**config.mk**
```make
export PLATFORM = sky130hd
export DESIGN_NAME = hazard_unit
export DESIGN_NICKNAME = d
export VERILOG_FILES = /design/src/rtl/hazard_unit.sv
export SDC_FILE = /design/constraint.sdc
export NUM_CORES = 1
export LEC_CHECK = 0
export CAP_MARGIN = 15
export CELL_PAD_IN_SITES_DETAIL_PLACEMENT = 0
export CELL_PAD_IN_SITES_GLOBAL_PLACEMENT = 1
export CORE_MARGIN = 2
export CORE_UTILIZATION = 38
export DETAILED_ROUTE_END_ITERATION = 8
export HOLD_SLACK_MARGIN = 0.12
export PLACE_DENSITY = 0.9
export SLEW_MARGIN = 10
export SYNTH_ARGS = -nofsm -noshare
export SYNTH_HDL_FRONTEND = slang
export SYNTH_SLANG_ARGS = --single-unit
```
**constraint.sdc**
```tcl
create_clock -name clk -period 6 [get_ports clk]
set_input_delay 1.2 -clock clk [delete_from_list [all_inputs] [get_ports clk]]
set_output_delay 1.2 -clock clk [all_outputs]
set_load 0.05 [all_outputs]
```
**src/rtl/hazard_unit.sv**
```systemverilog
// -----------------------------------------------------------------------------
// hazard_unit
//
// Hazard control for a classic 5-stage in-order pipeline. It sits on the
// consumer side of the ID/EX register: it compares the Execute-stage source
// tags against the Memory/Writeback destination tags to steer the forwarding
// muxes. It also detects load-use hazards against the Decode-stage sources.
// From those, and from the taken-branch and data-memory-wait signals, it
// produces the stall/flush controls for the pipeline registers.
//
// The forwarding selects and stall/flush controls are purely combinational.
// The FSM state, the sticky protocol-error flag and the bring-up event
// counters are registered. None of the combinational controls depend on the
// FSM state.
//
// Ports
//   clk         in   clock, rising edge
//   rst         in   asynchronous reset, active low
//   Rs1D/Rs2D   in   [4:0] Decode-stage source registers
//   Rs1E/Rs2E   in   [4:0] Execute-stage source registers
//   RdE         in   [4:0] Execute-stage destination register
//   ResultSrcE  in   Execute instruction is a load
//   PCSrcE      in   branch/jump taken (resolved in Execute)
//   RdM         in   [4:0] Memory-stage destination register
//   RegWriteM   in   Memory instruction writes the register file
//   RdW         in   [4:0] Writeback-stage destination register
//   RegWriteW   in   Writeback instruction writes the register file
//   MemBusyM    in   data memory not ready this cycle (freeze)
//   ForwardAE   out  [1:0] operand A select: 00 RD1E, 10 ALUResultM, 01 ResultW
//   ForwardBE   out  [1:0] operand B select, same encoding
//   StallF/D/E/M out hold PC, IF/ID, ID/EX, EX/MEM
//   FlushD/E    out  clear IF/ID, clear ID/EX (bubble)
//   state       out  [1:0] FSM state: 00 RUN, 01 LU_STALL, 10 MEM_WAIT
//   hz_err      out  sticky protocol error (cleared only by reset)
//   stall_cnt   out  [CNT_W-1:0] saturating count of cycles with StallF
//   flush_cnt   out  [CNT_W-1:0] saturating count of cycles with FlushD
// -----------------------------------------------------------------------------
module hazard_unit #(
    parameter int CNT_W = 32
) (
    input  logic             clk,
    input  logic             rst,
    input  logic [4:0]       Rs1D,
    input  logic [4:0]       Rs2D,
    input  logic [4:0]       Rs1E,
    input  logic [4:0]       Rs2E,
    input  logic [4:0]       RdE,
    input  logic             ResultSrcE,
    input  logic             PCSrcE,
    input  logic [4:0]       RdM,
    input  logic             RegWriteM,
    input  logic [4:0]       RdW,
    input  logic             RegWriteW,
    input  logic             MemBusyM,
    output logic [1:0]       ForwardAE,
    output logic [1:0]       ForwardBE,
    output logic             StallF,
    output logic             StallD,
    output logic             StallE,
    output logic             StallM,
    output logic             FlushD,
    output logic             FlushE,
    output logic [1:0]       state,
    output logic             hz_err,
    output logic [CNT_W-1:0] stall_cnt,
    output logic [CNT_W-1:0] flush_cnt
);

    typedef enum logic [1:0] {
        ST_RUN      = 2'b00,
        ST_LU_STALL = 2'b01,
        ST_MEM_WAIT = 2'b10
    } state_t;

    localparam logic [CNT_W-1:0] CNT_MAX = {CNT_W{1'b1}};
    localparam logic [CNT_W-1:0] CNT_ONE = {{(CNT_W-1){1'b0}}, 1'b1};

    state_t           r_state;
    logic             r_hz_err;
    logic [CNT_W-1:0] r_stall_cnt;
    logic [CNT_W-1:0] r_flush_cnt;

    logic             w_lw_stall;
    logic [1:0]       w_fwd_a;
    logic [1:0]       w_fwd_b;
    logic             w_stall_f;
    logic             w_stall_d;
    logic             w_stall_e;
    logic             w_stall_m;
    logic             w_flush_d;
    logic             w_flush_e;

    // Forwarding select for one operand. The Memory stage holds the younger
    // result, so it beats Writeback. x0 is never forwarded because writes to
    // it are discarded by the register file.
    function automatic logic [1:0] fwd_sel(
        input logic [4:0] rs,
        input logic [4:0] rd_m,
        input logic       we_m,
        input logic [4:0] rd_w,
        input logic       we_w
    );
        logic [1:0] sel;
        if (we_m && (rd_m != 5'd0) && (rd_m == rs)) begin
            sel = 2'b10;
        end else if (we_w && (rd_w != 5'd0) && (rd_w == rs)) begin
            sel = 2'b01;
        end else begin
            sel = 2'b00;
        end
        return sel;
    endfunction

    // Operand forwarding selects for the Execute-stage ALU inputs
    always_comb begin
        w_fwd_a = fwd_sel(Rs1E, RdM, RegWriteM, RdW, RegWriteW);
        w_fwd_b = fwd_sel(Rs2E, RdM, RegWriteM, RdW, RegWriteW);
    end

    // Load-use hazard: a load in Execute feeds an instruction in Decode
    always_comb begin
        if (ResultSrcE && (RdE != 5'd0) && ((RdE == Rs1D) || (RdE == Rs2D))) begin
            w_lw_stall = 1'b1;
        end else begin
            w_lw_stall = 1'b0;
        end
    end

    // Stall/flush controls. A memory wait freezes the whole pipe and masks
    // flushes. A taken branch held in Execute therefore flushes only on the
    // first cycle after the wait ends.
    always_comb begin
        w_stall_f = 1'b0;
        w_stall_d = 1'b0;
        w_stall_e = 1'b0;
        w_stall_m = 1'b0;
        w_flush_d = 1'b0;
        w_flush_e = 1'b0;
        if (MemBusyM) begin
            w_stall_f = 1'b1;
            w_stall_d = 1'b1;
            w_stall_e = 1'b1;
            w_stall_m = 1'b1;
        end else begin
            // A load-use stall and a taken branch together: Decode is both
            // held and cleared. The clear wins, which is correct because the
            // held instruction is on the wrong path anyway.
            w_stall_f = w_lw_stall;
            w_stall_d = w_lw_stall;
            w_flush_d = PCSrcE;
            w_flush_e = w_lw_stall | PCSrcE;
        end
    end

    assign ForwardAE = w_fwd_a;
    assign ForwardBE = w_fwd_b;
    assign StallF    = w_stall_f;
    assign StallD    = w_stall_d;
    assign StallE    = w_stall_e;
    assign StallM    = w_stall_m;
    assign FlushD    = w_flush_d;
    assign FlushE    = w_flush_e;

    // Control FSM and sticky protocol-error flag
    always_ff @(posedge clk or negedge rst) begin
        if (!rst) begin
            r_state  <= ST_RUN;
            r_hz_err <= 1'b0;
        end else begin
            // The bubble inserted by a load-use stall means the next Execute
            // instruction cannot be a load. A second load-use hit right after
            // one therefore indicates a broken pipeline.
            if ((r_state == ST_LU_STALL) && w_lw_stall) begin
                r_hz_err <= 1'b1;
            end else begin
                r_hz_err <= r_hz_err;
            end
            case (r_state)
                ST_RUN: begin
                    if (MemBusyM) begin
                        r_state <= ST_MEM_WAIT;
                    end else if (w_lw_stall) begin
                        r_state <= ST_LU_STALL;
                    end else begin
                        r_state <= ST_RUN;
                    end
                end
                ST_LU_STALL: begin
                    if (MemBusyM) begin
                        r_state <= ST_MEM_WAIT;
                    end else begin
                        r_state <= ST_RUN;
                    end
                end
                ST_MEM_WAIT: begin
                    if (MemBusyM) begin
                        r_state <= ST_MEM_WAIT;
                    end else if (w_lw_stall) begin
                        r_state <= ST_LU_STALL;
                    end else begin
                        r_state <= ST_RUN;
                    end
                end
                default: begin
                    r_state <= ST_RUN;
                end
            endcase
        end
    end

    // Saturating bring-up counters; they stick at all-ones rather than wrap
    always_ff @(posedge clk or negedge rst) begin
        if (!rst) begin
            r_stall_cnt <= {CNT_W{1'b0}};
            r_flush_cnt <= {CNT_W{1'b0}};
        end else begin
            if (w_stall_f && (r_stall_cnt != CNT_MAX)) begin
                r_stall_cnt <= r_stall_cnt + CNT_ONE;
            end else begin
                r_stall_cnt <= r_stall_cnt;
            end
            if (w_flush_d && (r_flush_cnt != CNT_MAX)) begin
                r_flush_cnt <= r_flush_cnt + CNT_ONE;
            end else begin
                r_flush_cnt <= r_flush_cnt;
            end
        end
    end

    assign state     = r_state;
    assign hz_err    = r_hz_err;
    assign stall_cnt = r_stall_cnt;
    assign flush_cnt = r_flush_cnt;

endmodule
```
* Yosys cells after proc, flatten, opt, wreduce, memory -nomap -nowiden
Index checks and enable logic that the tools add are counted.
** Word-level totals
- Flip-flop bits (word level) :: 67
- Input port bits :: 42
- Output and inout port bits :: 77
** Cells by class
- Add/sub/neg operators :: 2
- Eq/ne operators :: 10
- Muxes and demuxes :: 13
- Bitwise logic cells :: 1
- Reductions and logical operators :: 17
** Operators by type and width (count)
- 32-bit by 1-bit adder with 32-bit output (second input constant) :: 2
- 32-bit inequality test (second input constant) :: 2
- 5-bit == test :: 6
- 5-bit nonzero test :: 3
- 1-bit logical AND :: 11
- 1-bit two-way mux :: 8
- 2-bit two-way mux :: 4
- 2-bit case mux with 2 select lines :: 1
- 2-bit by 1-bit == test with 1-bit output (second input constant) :: 1
- 2-bit == test (second input constant) :: 1
- 2-bit zero test :: 1
- 2-bit OR reduction :: 1
- 1-bit logical OR :: 1
- 1-bit OR :: 1

* Logic depth before layout (Yosys ltp)
Gate-level depths: netlist of the first run.
- Depth after elaboration :: 7
- Gate-level depth with buffers :: 8

* Worst setup path after synthesis of the first run
Ideal clock, no wire load.
- Path kind :: input-to-output
- From :: in RdM[1]
- To :: out ForwardAE[0]
- Arrival time :: 3.777 ns
- Path slack :: 1.023 ns
- Cell stages on the path :: 4
- Buffers on the path :: 0
- Cell sequence :: or4_1 o21ai_0 nor4_1 nor4_1
** Between the ends
- Longest elaborated chain between the ends :: 4
- Elaborated cells on any way between the ends :: 5
- Classes of those cells :: eq/ne (1); mux (1); reduce/logical (3)
** RTL lines
- start, declared :: line 50 : input logic [4:0] RdM,
- 5-bit nonzero test :: line 104 : if (we_m && (rd_m != 5'd0) && (rd_m == rs)) begin
- 1-bit logical AND :: line 104
- 1-bit logical AND * :: line 104
- 2-bit two-way mux * :: line 104
- end, declared :: line 55 : output logic [1:0] ForwardAE,
Mark *: on every way between the ends. The rest lies on a longest branch, timed or not.

* Worst setup path after layout of the first run
- From :: in RdM[1]
- To :: out ForwardBE[0]
** Between the ends
- Longest elaborated chain between the ends :: 4
- Elaborated cells on any way between the ends :: 5
- Classes of those cells :: eq/ne (1); mux (1); reduce/logical (3)
** RTL lines
- 5-bit nonzero test :: line 104
- 1-bit logical AND :: line 104
- 1-bit logical AND * :: line 104
- 2-bit two-way mux * :: line 104
- end, declared :: line 56 : output logic [1:0] ForwardBE,
Marks and branches as above.

==> flow_metrics.env, run 1 <==
export IMPL_io_buffers=118
export IMPL_synthFlopType="dfrtp_1"
export IMPL_wl_per_cell_um=14.1
export IMPL_final_antenna_net_count=0
export IMPL_ctsLongestPathBuffers=2
export IMPL_p_clk_frac=0.308
export IMPL_first_pass_iters=4
export IMPL_clk_pin_slew_ns=0.07
export IMPL_fp_dieW_um=102
export IMPL_yosys_register_bits=67
export IMPL_synthAdderAreaFrac=0.00691
export IMPL_power_density_nw_per_um2=265
export IMPL_async_flop_share=1.00
export IMPL_synth_simple_gate_area_frac=0.256
export IMPL_area_growth_syn_to_layout_pct=42.2
export IMPL_setup_violations=0
export IMPL_wl_mm=8.52
export IMPL_viasPerCell=4.95
export IMPL_dp_hpwl_mm=6.62
export IMPL_ys_types=43
export IMPL_grt_pass1_wl_mm=14.3
export IMPL_antenna_cells=0
export IMPL_whs_ns=0.481
export IMPL_num_rows=35
export IMPL_synth_most_common_cell="dfrtp_1"
export IMPL_ys_top_cells_by_area="dfrtp_1, xnor2_1, xor2_1, nand3_1, nand4_1"
export IMPL_cp_end_kind="primary output"
export IMPL_cts_tree="yes"
export IMPL_fin_ws_ns=1.04
export IMPL_clk_root_buffer_cell="clkbuf_8"
export IMPL_drtIter0Drc=85
export IMPL_synth_avg_cell_area_sq_um=10.5
export IMPL_hold_violations=0
export IMPL_busiest_layer="met2"
export IMPL_synthCells=344
export IMPL_fp_dieH_um=102
export IMPL_synth_compound_area_share=0.0259
export IMPL_gp_congestion=0.838
export IMPL_grt_antenna_before_repair=0
export IMPL_place_area_sq_um=4920
export IMPL_combPwrFrac=0.286
export IMPL_numClockSinks=67
export IMPL_peakVddDrop_mv=0.127
export IMPL_path_class="input port to primary output"
export IMPL_drv_cap=0
export IMPL_cts_setup_buffers=0
export IMPL_overflow=0
export IMPL_syn_cell_area_sq_um=3620
export IMPL_nNetsFinal=512
export IMPL_rsz0062_at_grt="false"
export IMPL_syn_nets=388
export IMPL_cp_required_ns=4.80
export IMPL_tns_ns=0
export IMPL_netSwitchingFraction=0.343
export IMPL_cts_htree_levels=3
export IMPL_fin_crit_sh=0.827
export IMPL_power_leakage_nw=2.14
export IMPL_fp_coreArea_sq_um=9240
export IMPL_grt_total_usage=0.176
export IMPL_place_ws_ns=1.04
export IMPL_insertion_delay_ns=0.33
export IMPL_synth_area_mux_share=0.0162
export IMPL_worstMarginPinSlew_ns=1.02
export IMPL_yosys_area_share_xor_xnor=0.213
export IMPL_p_int_mw=0.898
export IMPL_fmax_mhz=202
export IMPL_ctsResizeCount=0
export IMPL_dieArea_sq_um=10300
export IMPL_path_max_fanout=3
export IMPL_startpoint_type="input port"
export IMPL_synth_top_family_by_area="simple AND/OR/NAND/NOR gates"
export IMPL_yosysWarningCount=0
export IMPL_drv_slew=0
export IMPL_yosysSeqAreaShare=0.463
export IMPL_vias=2980
export IMPL_grt_start_max_net_pins=68
export IMPL_finalClockSkew_ns=0.00943
export IMPL_ctsHoldBuffers=0
export IMPL_synth_edf_count=0
export IMPL_use_met2=0.291
export IMPL_numCtsBuffers=9
export IMPL_first_global_vias=3003
export IMPL_use_met3=0.0455
export IMPL_relSlewSlack=0.321
export IMPL_cp_arrival_ns=3.76
export IMPL_min_period_ns=4.96
export IMPL_drive_above_1_share=0.0719
export IMPL_grtUsageMet1=0.220
export IMPL_yosysTopAreaCell="dfrtp_1"
export IMPL_synth_commonest_cells="dfrtp_1, xnor2_1, nand3_1, xor2_1, nand2_1"
export IMPL_ios=119
export IMPL_seqPwrFrac=0.405
export IMPL_start_util=0.392
export IMPL_drc_errors=0
export IMPL_status="finished clean"
export IMPL_synth_top_area_frac=0.463
export IMPL_switching_power_mw=0.469
export IMPL_hold_class="register to register"
export IMPL_final_area_sq_um=5150
## power by group through the flow
stage | Clock [mW] | Combinational [mW] | Sequential [mW]
after floorplan | 0 | 0.105 | 0.692
after global placement | 0 | 0.387 | 0.559
after detailed placement | 0 | 0.395 | 0.563
after CTS | 0.431 | 0.397 | 0.554
after global routing | 0.452 | 0.415 | 0.562
final | 0.422 | 0.391 | 0.554
## path summary, 6_finish.rpt
check                                    startpoint                        end  slack, ns  cells past startpoint
max                                          RdM[1]               ForwardBE[0]       1.04                      6
min                              hz_err$_DFFE_PN0P_         hz_err$_DFFE_PN0P_       0.48                      1
max reg2reg                stall_cnt[0]$_DFFE_PN0P_  stall_cnt[18]$_DFFE_PN0P_       3.46                      7
min reg2reg                      hz_err$_DFFE_PN0P_         hz_err$_DFFE_PN0P_       0.48                      1
max in group asynchronous                       rst   flush_cnt[7]$_DFFE_PN0P_       4.41                      2
min in group asynchronous                       rst  flush_cnt[22]$_DFFE_PN0P_       1.06                      2
## through the flow
step                      power, mW  utilization  cells
after global routing           1.43        0.557    602
after detailed placement      0.959        0.533    586
after floorplan               0.797            -    344
after global placement        0.946        0.533    586
after CTS                      1.38        0.557    602
final                          1.37        0.557    602
## area by class of cell
| cell class | count | area, sq um |
|---|---|---|
| clock buffer | 11 | 151 |
| clock inverter | 5 | 75.1 |
| fill | 818 | 4090 |
| inverter | 7 | 26.3 |
| multi-input combinational | 264 | 1880 |
| sequential | 67 | 1680 |
| tap | 129 | 161 |
| timing repair buffer | 119 | 1180 |
## routing by layer
layer  up-vias  share of wire  routed length, um
met2        96           0.48               4070
met1      1413           0.44               3780
li1       1465              -                  -
met4         0          0.010                 86
met3         6          0.068                576
met5         -              0                  0
## worst max-delay path, stage by stage
cell             delay, ns
clkdlybuf4s50_1       0.46
or4_1                 0.54
o21ai_0               0.25
nor4_1                0.12
nor4_1                0.33
clkdlybuf4s50_1       0.86
## layout by cell type (no fill, tap or decap), drive strengths merged, types with 2 or more instances in the layout
cell type	Yosys	final
and4	7	7
nor3	12	12
clkbuf	0	11
buf	6	2
ha	2	2
nor3b	2	2
xor2	31	31
mux2	4	4
nor4	10	10
nand2	29	29
bufinv	0	2
and3	10	10
and2	5	5
inv	7	7
clkdlybuf4s50	0	117
o21ai	3	3
clkinv	0	3
nor2	16	16
dfrtp	67	67
a21oi	6	6
xnor2	57	57
nand4	24	24
or4	5	5
nand3	32	32
## kinds of logic after synthesis
| group | Yosys count |
|---|---|
| and+or+nand+nor | 156 |
| xor gates and xnor gates | 88 |
| DFF | 67 |
| AOI/OAI and AO/OA | 13 |
| buffers and inverters | 13 |
| muxes | 5 |
| adders and majority gates | 2 |
## state kept, by name, summed over array words and instances (netlist names)
name       flops
hz_err         1
flush_cnt     32
stall_cnt     32
state          2
Power figures use the tool's default switching activity.
==> run 2: changes to the inputs <==
CORE_UTILIZATION = 32   (was 38)
PLACE_DENSITY = 0.81   (was 0.9)
clock period = 4.4 ns   (was 6 ns; I/O delays follow)
==> run 2 against run 1 <==
Compared with the run above: worst hold slack got worse by 0.059 ns; count of clock-buffer cells in the layout rose by 1; die area up 18%; first-iteration DRC count up 88%; register-to-register slack lost 1.4 ns; largest cell class unchanged; largest power group unchanged.
==> flow_metrics.env, run 2 (synthesis gave the netlist of run 1 again) <==
export IMPL_fp_dieH_um=110
export IMPL_area_growth_syn_to_layout_pct=45.5
export IMPL_drv_cap=0
export IMPL_max_stage_delay_ns=0.70
export IMPL_p_int_mw=1.36
export IMPL_utilization=0.482
export IMPL_gp_congestion=0.806
export IMPL_cts_htree_levels=3
export IMPL_clk_pin_slew_ns=0.05
export IMPL_clk_root_buffer_cell="clkbuf_16"
export IMPL_post_place_cells=599
export IMPL_power_density_nw_per_um2=384
export IMPL_grt_start_max_net_pins=47
export IMPL_final_antenna_net_count=0
export IMPL_drtIter0Drc=160
export IMPL_antenna_cells=0
export IMPL_cts_setup_buffers=0
export IMPL_numClockSinks=67
export IMPL_netSwitchingFraction=0.328
export IMPL_io_buffers=118
export IMPL_cp_arrival_ns=3.29
export IMPL_overflow=0
export IMPL_seqPwrFrac=0.375
export IMPL_fp_dieW_um=110
export IMPL_wl_mm=8.91
export IMPL_worstMarginPinSlew_ns=0.565
export IMPL_viasPerCell=4.83
export IMPL_status="finished clean"
export IMPL_grt_total_usage=0.153
export IMPL_hold_violations=0
export IMPL_rsz0062_at_grt="false"
export IMPL_cp_slowest_cell="clkdlybuf4s50_1"
export IMPL_finalClockSkew_ns=0.00664
export IMPL_path_cells="clkdlybuf4s50_1 > or4_1 > o21ai_1 > inv_1 > a21oi_4 > inv_1 > clkdlybuf4s50_1"
export IMPL_setup_violations=0
export IMPL_fin_cells=614
export IMPL_path_class="input port to primary output"
export IMPL_cts_tree="yes"
export IMPL_drc_errors=0
export IMPL_numCtsBuffers=9
export IMPL_first_global_vias=3048
export IMPL_relSlewSlack=0.620
export IMPL_drive_above_1_share=0.0781
export IMPL_hold_class="input port to async pin"
export IMPL_mostFrequentLayoutCells="clkdlybuf4s50_1, dfrtp_1, xnor2_1, nand3_1, xor2_1"
export IMPL_dieArea_sq_um=12200
export IMPL_power_leakage_nw=2.20
export IMPL_peakVddDrop_mv=0.220
export IMPL_final_common_cell="clkdlybuf4s50_1"
export IMPL_wl_per_cell_um=14.5
export IMPL_nNetsFinal=515
export IMPL_grt_antenna_before_repair=0
export IMPL_startpoint_type="input port"
export IMPL_cp_required_ns=3.52
export IMPL_num_rows=38
export IMPL_switching_power_mw=0.663
export IMPL_ios=119
export IMPL_dp_hpwl_mm=6.95
export IMPL_combPwrFrac=0.269
export IMPL_fp_coreArea_sq_um=10900
export IMPL_fin_crit_sh=0.948
export IMPL_cp_end_kind="primary output"
export IMPL_vias=2964
export IMPL_p_clk_frac=0.356
export IMPL_first_pass_iters=4
export IMPL_ctsHoldBuffers=0
export IMPL_drv_slew=0
export IMPL_ctsResizeCount=0
export IMPL_insertion_delay_ns=0.32
export IMPL_min_period_ns=4.17
export IMPL_start_util=0.331
export IMPL_ctsLongestPathBuffers=2
export IMPL_grt_pass1_wl_mm=14.5
export IMPL_fmax_mhz=240
export IMPL_path_max_fanout=6
export IMPL_tns_ns=0
## run 2: cell types whose count changed in the layout (fill, tap and decap cells not counted), sizes merged
cell	before	now
clkinv	3	1
clkbuf	11	12
buf	2	7
bufinv	2	1
clkdlybuf4s50	117	115
## run 2: worst paths after layout
path                            slack, ns  cells past startpoint                startpoint                        end
worst max-delay path                 0.23                      7                    RdE[1]                     StallD
worst min-delay path                 0.42                      1                       rst   stall_cnt[9]$_DFFE_PN0P_
worst max register to register       2.03                      8  stall_cnt[0]$_DFFE_PN0P_   stall_cnt[8]$_DFFE_PN0P_
worst min register to register       0.49                      1        state[0]$_DFF_PN0_         state[0]$_DFF_PN0_
max in group asynchronous            3.15                      3                       rst  flush_cnt[13]$_DFFE_PN0P_
min in group clk                     0.49                      1        state[0]$_DFF_PN0_         state[0]$_DFF_PN0_
## run 2: through the flow
stage | setup slack [ns] | cell area (sq um) | power (mW) | hold slack (ns)
3_3_place_gp | 0.284 | 4950 | 1.31 | 0.478
6_report | 0.227 | 5270 | 2.02 | 0.422
2_1_floorplan | 0.0629 | 3620 | 1.09 | 0.584
3_5_place_dp | 0.219 | 4950 | 1.32 | 0.480
4_1_cts | 0.211 | 5250 | 2.05 | 0.493
5_1_grt | 0.150 | 5270 | 2.12 | 0.415
## run 2: critical path: cells and delay by family
kind	cells	cell delay (ns)
AOI/OAI and AO/OA	2	0.47
buffers and inverters	4	1.40
and+or+nand+nor	1	0.55
## run 2: per-layer routing
metal,vias to the layer above,wire (um),global-route usage
met5,-,0,0
met4,0,185,0.0696
met3,14,427,0.0223
met2,79,4240,0.254
met1,1403,4060,0.196
li1,1468,-,-
## run 2: area by class of cell
type                    instances  area, sq um
fillers                      1024         5670
repair buffers                122         1210
multi-input cells             264         1880
clock buffers                  12          267
flip-flops and latches         67         1680
clock inverters                 2         35.0
inverters                       7         26.3
well taps                     140          175
## run 2: power by group through the flow
stage,sequential [mW],combinational (mW),clock [mW]
floorplan,0.944,0.143,0
global placement,0.765,0.544,0
detailed placement,0.769,0.547,0
CTS,0.758,0.549,0.739
global route,0.769,0.576,0.776
finish,0.757,0.544,0.719
